--- src/rtl/wb_select_stage_if.sv ---
`default_nettype none
// ============================================================================
//  Module      : wb_select_stage_if
//  Description : Bundle between the MEM stage, the write-back select stage
//                and the register file. Carries the upstream valid/ready
//                handshake with instruction fields, and the downstream
//                register-file write port with status.
//  Revision    : 1.0  initial release
// ============================================================================
interface wb_select_stage_if #(
    parameter int XLEN  = 32,
    parameter int NSRC  = 4,
    parameter int SEL_W = 2,
    parameter int RA_W  = 5
);
    // upstream side
    logic                 in_valid;
    logic                 in_ready;
    logic [NSRC*XLEN-1:0] src_data;
    logic [SEL_W-1:0]     wb_sel;
    logic                 reg_write;
    logic [RA_W-1:0]      rd_addr;
    logic [2:0]           ld_funct3;
    logic [2:0]           byte_off;
    // downstream side
    logic                 out_ready;
    logic                 rf_we;
    logic [RA_W-1:0]      rf_waddr;
    logic [XLEN-1:0]      rf_wdata;
    logic                 out_valid;
    logic                 sel_err;
    logic [31:0]          wb_count;

    // Driver of instructions and consumer of register writes
    modport master (
        output in_valid, src_data, wb_sel, reg_write, rd_addr, ld_funct3, byte_off, out_ready,
        input  in_ready, rf_we, rf_waddr, rf_wdata, out_valid, sel_err, wb_count
    );

    // The write-back stage itself
    modport slave (
        input  in_valid, src_data, wb_sel, reg_write, rd_addr, ld_funct3, byte_off, out_ready,
        output in_ready, rf_we, rf_waddr, rf_wdata, out_valid, sel_err, wb_count
    );
endinterface
`default_nettype wire

--- src/rtl/wb_select_stage.sv ---
`default_nettype none
// ============================================================================
//  Module      : wb_select_stage
//  Description : Registered write-back stage. Selects one of NSRC result
//                sources, aligns and extends load data, suppresses x0
//                writes, flags illegal selects and counts committed writes.
//  Revision    : 1.0  initial release
// ============================================================================
module wb_select_stage #(
    parameter int XLEN    = 32,
    parameter int NSRC    = 4,
    parameter int SEL_W   = 2,
    parameter int MEM_IDX = 1,
    parameter int RA_W    = 5
) (
    input  wire logic        clk,
    input  wire logic        rst,
    wb_select_stage_if.slave bus
);
    // byte-offset bits that address a byte inside one XLEN word
    localparam int OFF_W = $clog2(XLEN / 8);

    logic [XLEN-1:0] ld_word;
    logic [XLEN-1:0] ld_shift;
    logic [XLEN-1:0] ld_data;
    logic [XLEN-1:0] sel_data;
    logic            sel_ok;
    logic            accept;
    logic            commit;

    logic            out_valid_q, out_valid_d;
    logic            rf_we_q,     rf_we_d;
    logic [RA_W-1:0] rf_waddr_q,  rf_waddr_d;
    logic [XLEN-1:0] rf_wdata_q,  rf_wdata_d;
    logic            sel_err_q,   sel_err_d;
    logic [31:0]     wb_count_q,  wb_count_d;

    // upper byte_off bits are meaningless for narrow datapaths
    logic unused_bits;
    assign unused_bits = &{1'b0, bus.byte_off};

    assign bus.in_ready = !out_valid_q | bus.out_ready;
    assign accept       = bus.in_valid & bus.in_ready;
    assign commit       = out_valid_q & rf_we_q & bus.out_ready;

    // Load alignment: shift the memory word down to the addressed byte, then extend
    always_comb begin
        ld_word  = bus.src_data[MEM_IDX*XLEN +: XLEN];
        ld_shift = ld_word >> {bus.byte_off[OFF_W-1:0], 3'b000};
        ld_data  = ld_word;
        case (bus.ld_funct3)
            3'b000:  ld_data = XLEN'($signed(ld_shift[7:0]));
            3'b001:  ld_data = XLEN'($signed(ld_shift[15:0]));
            3'b010:  ld_data = XLEN'($signed(ld_shift[31:0]));
            3'b100:  ld_data = XLEN'(ld_shift[7:0]);
            3'b101:  ld_data = XLEN'(ld_shift[15:0]);
            3'b110:  if (XLEN == 64) ld_data = XLEN'(ld_shift[31:0]);
            3'b011:  if (XLEN == 64) ld_data = ld_shift;
            default: ld_data = ld_word;
        endcase
    end

    // Source mux; a select with no matching source yields zero data and sel_ok=0
    always_comb begin
        sel_data = '0;
        sel_ok   = 1'b0;
        for (int i = 0; i < NSRC; i++) begin
            if (bus.wb_sel == SEL_W'(i)) begin
                sel_ok   = 1'b1;
                sel_data = (i == MEM_IDX) ? ld_data : bus.src_data[i*XLEN +: XLEN];
            end
        end
    end

    // Output register next state: load on accept, empty on drain, hold otherwise
    always_comb begin
        out_valid_d = out_valid_q;
        rf_we_d     = rf_we_q;
        rf_waddr_d  = rf_waddr_q;
        rf_wdata_d  = rf_wdata_q;
        sel_err_d   = sel_err_q;
        wb_count_d  = wb_count_q + {31'b0, commit};
        if (accept) begin
            out_valid_d = 1'b1;
            rf_we_d     = bus.reg_write & (bus.rd_addr != '0) & sel_ok;
            rf_waddr_d  = bus.rd_addr;
            rf_wdata_d  = sel_data;
            sel_err_d   = sel_err_q | !sel_ok;
        end else if (out_valid_q & bus.out_ready) begin
            out_valid_d = 1'b0;
            rf_we_d     = 1'b0;
        end
    end

    // State registers, cleared immediately by reset
    always_ff @(posedge clk or posedge rst) begin
        if (rst) begin
            out_valid_q <= 1'b0;
            rf_we_q     <= 1'b0;
            rf_waddr_q  <= '0;
            rf_wdata_q  <= '0;
            sel_err_q   <= 1'b0;
            wb_count_q  <= '0;
        end else begin
            out_valid_q <= out_valid_d;
            rf_we_q     <= rf_we_d;
            rf_waddr_q  <= rf_waddr_d;
            rf_wdata_q  <= rf_wdata_d;
            sel_err_q   <= sel_err_d;
            wb_count_q  <= wb_count_d;
        end
    end

    assign bus.out_valid = out_valid_q;
    assign bus.rf_we     = rf_we_q & out_valid_q;
    assign bus.rf_waddr  = rf_waddr_q;
    assign bus.rf_wdata  = rf_wdata_q;
    assign bus.sel_err   = sel_err_q;
    assign bus.wb_count  = wb_count_q;
endmodule
`default_nettype wire

--- src/flat_wrapper.sv ---
// flat-port wrapper written by rule: the top's interface ports become plain ports
module wb_select_stage_flat 
#(
    parameter int XLEN    = 32,
    parameter int NSRC    = 4,
    parameter int SEL_W   = 2,
    parameter int MEM_IDX = 1,
    parameter int RA_W    = 5
)
  (clk, rst, bus_in_valid, bus_src_data, bus_wb_sel, bus_reg_write, bus_rd_addr, bus_ld_funct3, bus_byte_off, bus_out_ready, bus_in_ready, bus_rf_we, bus_rf_waddr, bus_rf_wdata, bus_out_valid, bus_sel_err, bus_wb_count);
  wb_select_stage_if #(.XLEN(XLEN), .NSRC(NSRC), .SEL_W(SEL_W), .RA_W(RA_W)) bus_i ();
  input  wire logic clk;
  input  wire logic rst;
  input wire logic [$bits(bus_i.in_valid)-1:0] bus_in_valid;
  input wire logic [$bits(bus_i.src_data)-1:0] bus_src_data;
  input wire logic [$bits(bus_i.wb_sel)-1:0] bus_wb_sel;
  input wire logic [$bits(bus_i.reg_write)-1:0] bus_reg_write;
  input wire logic [$bits(bus_i.rd_addr)-1:0] bus_rd_addr;
  input wire logic [$bits(bus_i.ld_funct3)-1:0] bus_ld_funct3;
  input wire logic [$bits(bus_i.byte_off)-1:0] bus_byte_off;
  input wire logic [$bits(bus_i.out_ready)-1:0] bus_out_ready;
  output wire logic [$bits(bus_i.in_ready)-1:0] bus_in_ready;
  output wire logic [$bits(bus_i.rf_we)-1:0] bus_rf_we;
  output wire logic [$bits(bus_i.rf_waddr)-1:0] bus_rf_waddr;
  output wire logic [$bits(bus_i.rf_wdata)-1:0] bus_rf_wdata;
  output wire logic [$bits(bus_i.out_valid)-1:0] bus_out_valid;
  output wire logic [$bits(bus_i.sel_err)-1:0] bus_sel_err;
  output wire logic [$bits(bus_i.wb_count)-1:0] bus_wb_count;
  assign bus_i.in_valid = bus_in_valid;
  assign bus_i.src_data = bus_src_data;
  assign bus_i.wb_sel = bus_wb_sel;
  assign bus_i.reg_write = bus_reg_write;
  assign bus_i.rd_addr = bus_rd_addr;
  assign bus_i.ld_funct3 = bus_ld_funct3;
  assign bus_i.byte_off = bus_byte_off;
  assign bus_i.out_ready = bus_out_ready;
  assign bus_in_ready = bus_i.in_ready;
  assign bus_rf_we = bus_i.rf_we;
  assign bus_rf_waddr = bus_i.rf_waddr;
  assign bus_rf_wdata = bus_i.rf_wdata;
  assign bus_out_valid = bus_i.out_valid;
  assign bus_sel_err = bus_i.sel_err;
  assign bus_wb_count = bus_i.wb_count;
  wb_select_stage #(.XLEN(XLEN), .NSRC(NSRC), .SEL_W(SEL_W), .MEM_IDX(MEM_IDX), .RA_W(RA_W)) u_core (.clk(clk), .rst(rst), .bus(bus_i));
endmodule
--- config.mk ---
export PLATFORM = sky130hd
export DESIGN_NAME = wb_select_stage_flat
export DESIGN_NICKNAME = d
export VERILOG_FILES = /design/src/rtl/wb_select_stage_if.sv /design/src/rtl/wb_select_stage.sv /design/src/flat_wrapper.sv
export SDC_FILE = /design/constraint.sdc
export NUM_CORES = 1
export LEC_CHECK = 0
export CAP_MARGIN = 20
export CORE_MARGIN = 2
export CORE_UTILIZATION = 25
export CTS_BUF_LIST = sky130_fd_sc_hd__clkbuf_16
export CTS_CLUSTER_SIZE = 14
export DETAILED_ROUTE_END_ITERATION = 12
export PLACE_DENSITY_LB_ADDON = 0.25
export RECOVER_POWER = 100
export SETUP_SLACK_MARGIN = 0.05
export SYNTH_ARGS = -nofsm -noshare
export SYNTH_HDL_FRONTEND = slang
export SYNTH_SLANG_ARGS = --single-unit
--- constraint.sdc ---
create_clock -name clk -period 2.8 [get_ports clk]
set_input_delay 0.56 -clock clk [delete_from_list [all_inputs] [get_ports clk]]
set_output_delay 0.56 -clock clk [all_outputs]
set_load 0.02 [all_outputs]
# After elaboration in Yosys (flattened, before gate mapping)
# Index checks and enable logic that the tools add are counted.
dict set report word_totals {
  ff_bits 72
  elab_cells 41
}
dict set report classes {
  addsub 1
  eq_ne 7
  shift 1
  muxes 12
  bitwise_logic 8
  reduce_logical 6
}
# operator count
set op_table {}
lappend op_table {{$pmux W32 S5} 1}
lappend op_table {{$mux W32} 4}
lappend op_table {{$add A32 B1 Y32} 1}
lappend op_table {{$shr A32 B5 Y32} 1}
lappend op_table {{$mux W1} 7}
lappend op_table {{$and A1 B1 Y1} 6}
lappend op_table {{$eq A3 B3 Y1 const B} 2}
lappend op_table {{$reduce_bool A5 Y1} 1}
lappend op_table {{$eq A2 B2 Y1 const B} 2}
lappend op_table {{$eq A3 B1 Y1 const B} 1}
lappend op_table {{$eq A3 B2 Y1 const B} 1}
lappend op_table {{$logic_not A3 Y1} 1}
lappend op_table {{$eq A2 B1 Y1 const B} 1}
lappend op_table {{$logic_not A1 Y1} 2}
lappend op_table {{$logic_not A2 Y1} 1}
lappend op_table {{$or A1 B1 Y1} 2}
lappend op_table {{$reduce_bool A2 Y1} 1}

# Logic depth before layout (Yosys ltp)
dict set report depth {
  word_depth 7
  ltp_mapped 8
  depth_no_buf 8
}

# Least setup slack after synthesis
# Ideal clock, no wire load.
dict set report synth_timing {
  path_kind {input to register}
  from {in bus_byte_off[1]}
  to {reg u_core.rf_wdata_q[8] (netlist: u_core.bus.rf_wdata[8])}
  setup_ns 0.144
  arrival_time_ns 1.870
  required_ns 2.656
  path_slack_ns 0.786
  cell_stages 5
  path_buffers 1
  path_cell_list {buf_2 -> mux4_2 -> and2_1 -> o311ai_4 -> o22ai_1}
}
dict set report synth_via {
  elab_chain_cells 5
}
# element line_no
set synth_lines {}
lappend synth_lines {{start: declaration} flat_wrapper.sv:20} ;# input wire logic [$bits(bus_i.byte_off)-1:0] bus_byte_off;
lappend synth_lines {{$shr A32 B5 Y32} wb_select_stage.sv:49} ;# ld_shift = ld_word >> {bus.byte_off[OFF_W-1:0], 3'b000};
lappend synth_lines {{$pmux W32 S5} wb_select_stage.sv:51} ;# case (bus.ld_funct3)
lappend synth_lines {{$mux W32 (3 in series)} wb_select_stage.sv:68} ;# if (bus.wb_sel == SEL_W'(i)) begin
lappend synth_lines {{end signal: assignment} wb_select_stage.sv:108} ;# rf_wdata_q <= rf_wdata_d;
lappend synth_lines {{end: declaration} wb_select_stage.sv:34} ;# logic [XLEN-1:0] rf_wdata_q, rf_wdata_d;
# Every way passes these cells.
# A chain may end at the register's enable or synchronous reset.

# Worst setup path in the final report
dict set report layout_timing {
  from {in bus_out_ready}
  to {out bus_in_ready}
}
dict set report layout_via {
  elab_chain_cells 1
}
# element line_no
set layout_lines {}
lappend layout_lines {{start: declaration} flat_wrapper.sv:21} ;# input wire logic [$bits(bus_i.out_ready)-1:0] bus_out_ready;
lappend layout_lines {{$or A1 B1 Y1} wb_select_stage.sv:42} ;# assign bus.in_ready = !out_valid_q | bus.out_ready;
lappend layout_lines {{end: declaration} flat_wrapper.sv:22} ;# output wire logic [$bits(bus_i.in_ready)-1:0] bus_in_ready;
# Every way passes these cells.

==> summary.md <==
| Metric | Value |
|---|---|
| Outcome | `finished with violations` |
| Failing checks | `max-capacitance violations` |
| Synth top area cells | `dfrtp_1, mux2_2, nand2_1, xnor2_1, a21oi_1` |
| Placement Rows | `50` |
| Antenna violations before repair | `0` |
| Crit path time final | `2.55 ns` |
| Antenna-violating nets left | `0` |
| Postcts setup bufs | `0` |
| CTS tree | `done` |
| Worst Tran Pin Value | `about 1.5 ns` |
| Global route overflow | `0` |
| Worst setup SP type | `input port` |
| Starting Density | `0.253` |
| EDFF count, synth | `0` |
| Synth Area in Adders | `0.00533` |
| Clk Latency, worst-skew pair | `0.34 ns` |
| #FFs+latches synth | `between 70 and 80` |
| N_diodes | `0` |
| PwrDens | `slightly below 500 mW/mm2` |
| Critical path fanouts, max | `5` |
| Largest family of logic cells by synthesized area | `compound AO/OA/AOI/OAI gates` |
| Critical Path Sink Type | `output port` |
| First-pass DRT Iterations | `5` |
| Vias in the first global route | `5019` |
| Die width | `between 100 and 150 um` |
| Final Cycle Share | `0.912` |
| Top-count cell post-synth | `dfrtp_1` |
| # resized after CTS | `0` |
| Total Power | `~3.7 mW` |
| Top Ports | `219` |
| DRT Wirelength | `17700 um` |
| Origin of the worst setup path | `bus_out_ready` |
| Final Hold Fails | `0` |
| Reg2reg end | `u_core.bus.rf_wdata[16]$_DFFE_PP0P_` |
| Port buffer count | `217` |
| Gpl congestion | `0.865` |
| R2R depth | `4` |
| Hold crit path type | `reg -> reg` |
| Root buffer cell | `clkbuf_16` |
| Yosys warns | `0` |
| Async SR Flop Fraction | `1.00` |
| Static Leak | `between 3 and 4 nW` |
| Setup_tns | `0 ns` |
| Largest net degree at the start of global routing | `40` |
| Met1 GRT Util | `0.228` |
| Cells after Synth | `512` |
| Slew Viols, Final | `0` |
| First-pass GRT wire length | `27300 um` |
| Worst reg2reg path startpoint | `u_core.bus.out_valid$_DFFE_PP0P_` |
| Setup Skew | `slightly above 0.005 ns` |
| Via count | `4890` |
| DR iter-0 viols | `roughly 270` |
| Number of max-cap violations | `1` |
| Final setup vio count | `0` |
| F_max | `392 MHz` |
| Syn nets | `660` |
| Setup Crit Path Kind | `in -> out` |
| Final HPWL DP | `14000 um` |
| Yosys cell types | `51` |
| Ys flop type | `dfrtp_1` |
| CTS buffer count | `9` |
| WP data arrival | `1.99 ns` |
| Mux share of post-synthesis cell area | `0.120` |
| Post-synth top cells | `dfrtp_1, nand2_1, nor2_1` |
| WL/cell | `18.2 um` |
| H-tree levels | `3` |
| Met3 Use GR | `0.0486` |
| Sequential fraction of the synthesis area | `0.384` |
| Avg Inst Size Synth | `a little over 9 um2` |
| Die Area | `0.0199 mm2` |
| Met2 usage | `0.294` |
| CP required | `2.24 ns` |
| Max Root-Sink Buffers | `2` |
| Pre-CTS setup slack | `0.0183 ns` |
| Synth top area share | `0.384` |
| Share of post-route cells with drive strength above 1 | `0.112` |
| CTS Hold Bufs | `0` |
| DR DRC count | `0` |
| Flop2flop setup slack | `0.72 ns` |
| Post-synth top area cell | `dfrtp_1` |
| RSZ-0062 raised after global routing | `no` |
| Worst-path clk slew | `0.06 ns` |
| Fin nets | `881` |
| Crit path to | `bus_in_ready` |
| Utilization after layout | `0.406` |
| Synth Area in XOR/XNOR | `0.0560` |
| Via density | `5.03` |
| Slew margin rel. | `0.0117` |
| Synth Area in Simple Gates | `0.192` |
| Core box area | `0.0186 mm2` |
| Layout overhead on the synthesized area | `60.6%` |
| Die height | `roughly 140 um` |
| Synth Area in Compound Gates | `0.203` |
| Total clock sinks | `72` |
| Setup WS post-layout | `0.248 ns` |
| Netlist Area Pre-Place | `0.00469 mm2` |
| Global routing's busiest layer | `met2` |
| Maximum VDD drop | `0.000284 V` |
| Total Routing Usage GR | `0.178` |
state kept, by name (all words and copies together), names as in the netlist:
name	flops
u_core.bus.wb_count	32
u_core.bus.out_valid	1
u_core.bus.rf_waddr	5
u_core.bus.rf_wdata	32
u_core.rf_we_q	1
u_core.bus.sel_err	1
how the worst min path moves through the flow:
| stage | to | startpoint | cells past startpoint |
|---|---|---|---|
| final | u_core.bus.sel_err$_DFFE_PP0P_ | u_core.bus.sel_err$_DFFE_PP0P_ | 0 |
| after global routing | u_core.bus.sel_err$_DFFE_PP0P_ | u_core.bus.sel_err$_DFFE_PP0P_ | 0 |
| after CTS | u_core.bus.sel_err$_DFFE_PP0P_ | u_core.bus.sel_err$_DFFE_PP0P_ | 0 |
| after detailed placement | u_core.bus.sel_err$_DFFE_PP0P_ | u_core.bus.sel_err$_DFFE_PP0P_ | 0 |
| after global placement | u_core.bus.sel_err$_DFFE_PP0P_ | u_core.bus.sel_err$_DFFE_PP0P_ | 0 |
| after floorplan | u_core.rf_we_q$_DFFE_PP0P_ | u_core.rf_we_q$_DFFE_PP0P_ | 1 |
stage by stage:
stage          std cells  instance area (um2)  hold WS (ns)
6_report             972                 7540         0.370
5_1_grt              972                 7540         0.394
4_1_cts              972                 7570         0.381
3_5_place_dp         956                 7240         0.367
3_3_place_gp         956                 7240         0.368
2_1_floorplan        512                 4690         0.471
critical path, stage by stage:
cell,delay [ns]
dlygate4sd3_1,0.55
nand2b_1,0.21
dlygate4sd3_1,0.68
report_power, final:
part / leakage [nW] / total (mW) / internal (mW) / switching (mW)
clock network: 0.161 / 1.31 / 0.862 / 0.446
registers: 0.906 / 1.25 / 1.16 / 0.0840
logic: 2.10 / 1.11 / 0.554 / 0.555
cells by family after synthesis:
family	Yosys count
and+or+nand+nor	185
AOI/OAI and AO/OA	141
DFF	72
muxes	44
buffers and inverters	38
xor gates and xnor gates	30
adders and majority gates	2
final cells by class:
class / count / area, um2
inverter: 4 / 16.3
tap: 234 / 293
sequential: 72 / 1800
fill: 1804 / 11000
multi-input combinational: 402 / 2700
clock buffer: 9 / 225
clock inverter: 7 / 110
timing repair buffer: 244 / 2390
metal layers:
layer | wire length, um | vias up | share of wire
li1 | - | 2329 | -
met1 | 7760 | 2359 | 0.44
met2 | 8550 | 180 | 0.48
met3 | 1100 | 22 | 0.062
met4 | 315 | 0 | 0.018
met5 | 0 | - | 0
cell usage in the layout, fill, tap and decap left out, types with 8 or more instances in the layout:
master           instances
clkdlybuf4s50_1        140
dlygate4sd3_1           75
dfrtp_1                 72
nand2_1                 62
nor2_1                  34
a21oi_1                 30
o21ai_0                 27
mux2_2                  26
nand3_1                 25
buf_4                   20
xnor2_1                 18
a31oi_1                 16
a221oi_1                14
nand2b_1                13
xor2_1                  12
nor2b_1                 11
and3_1                  11
o22ai_1                 10
mux2i_1                  9
clkbuf_16                9
a22oi_1                  8
Note: power is estimated with default switching activity, not from simulation.
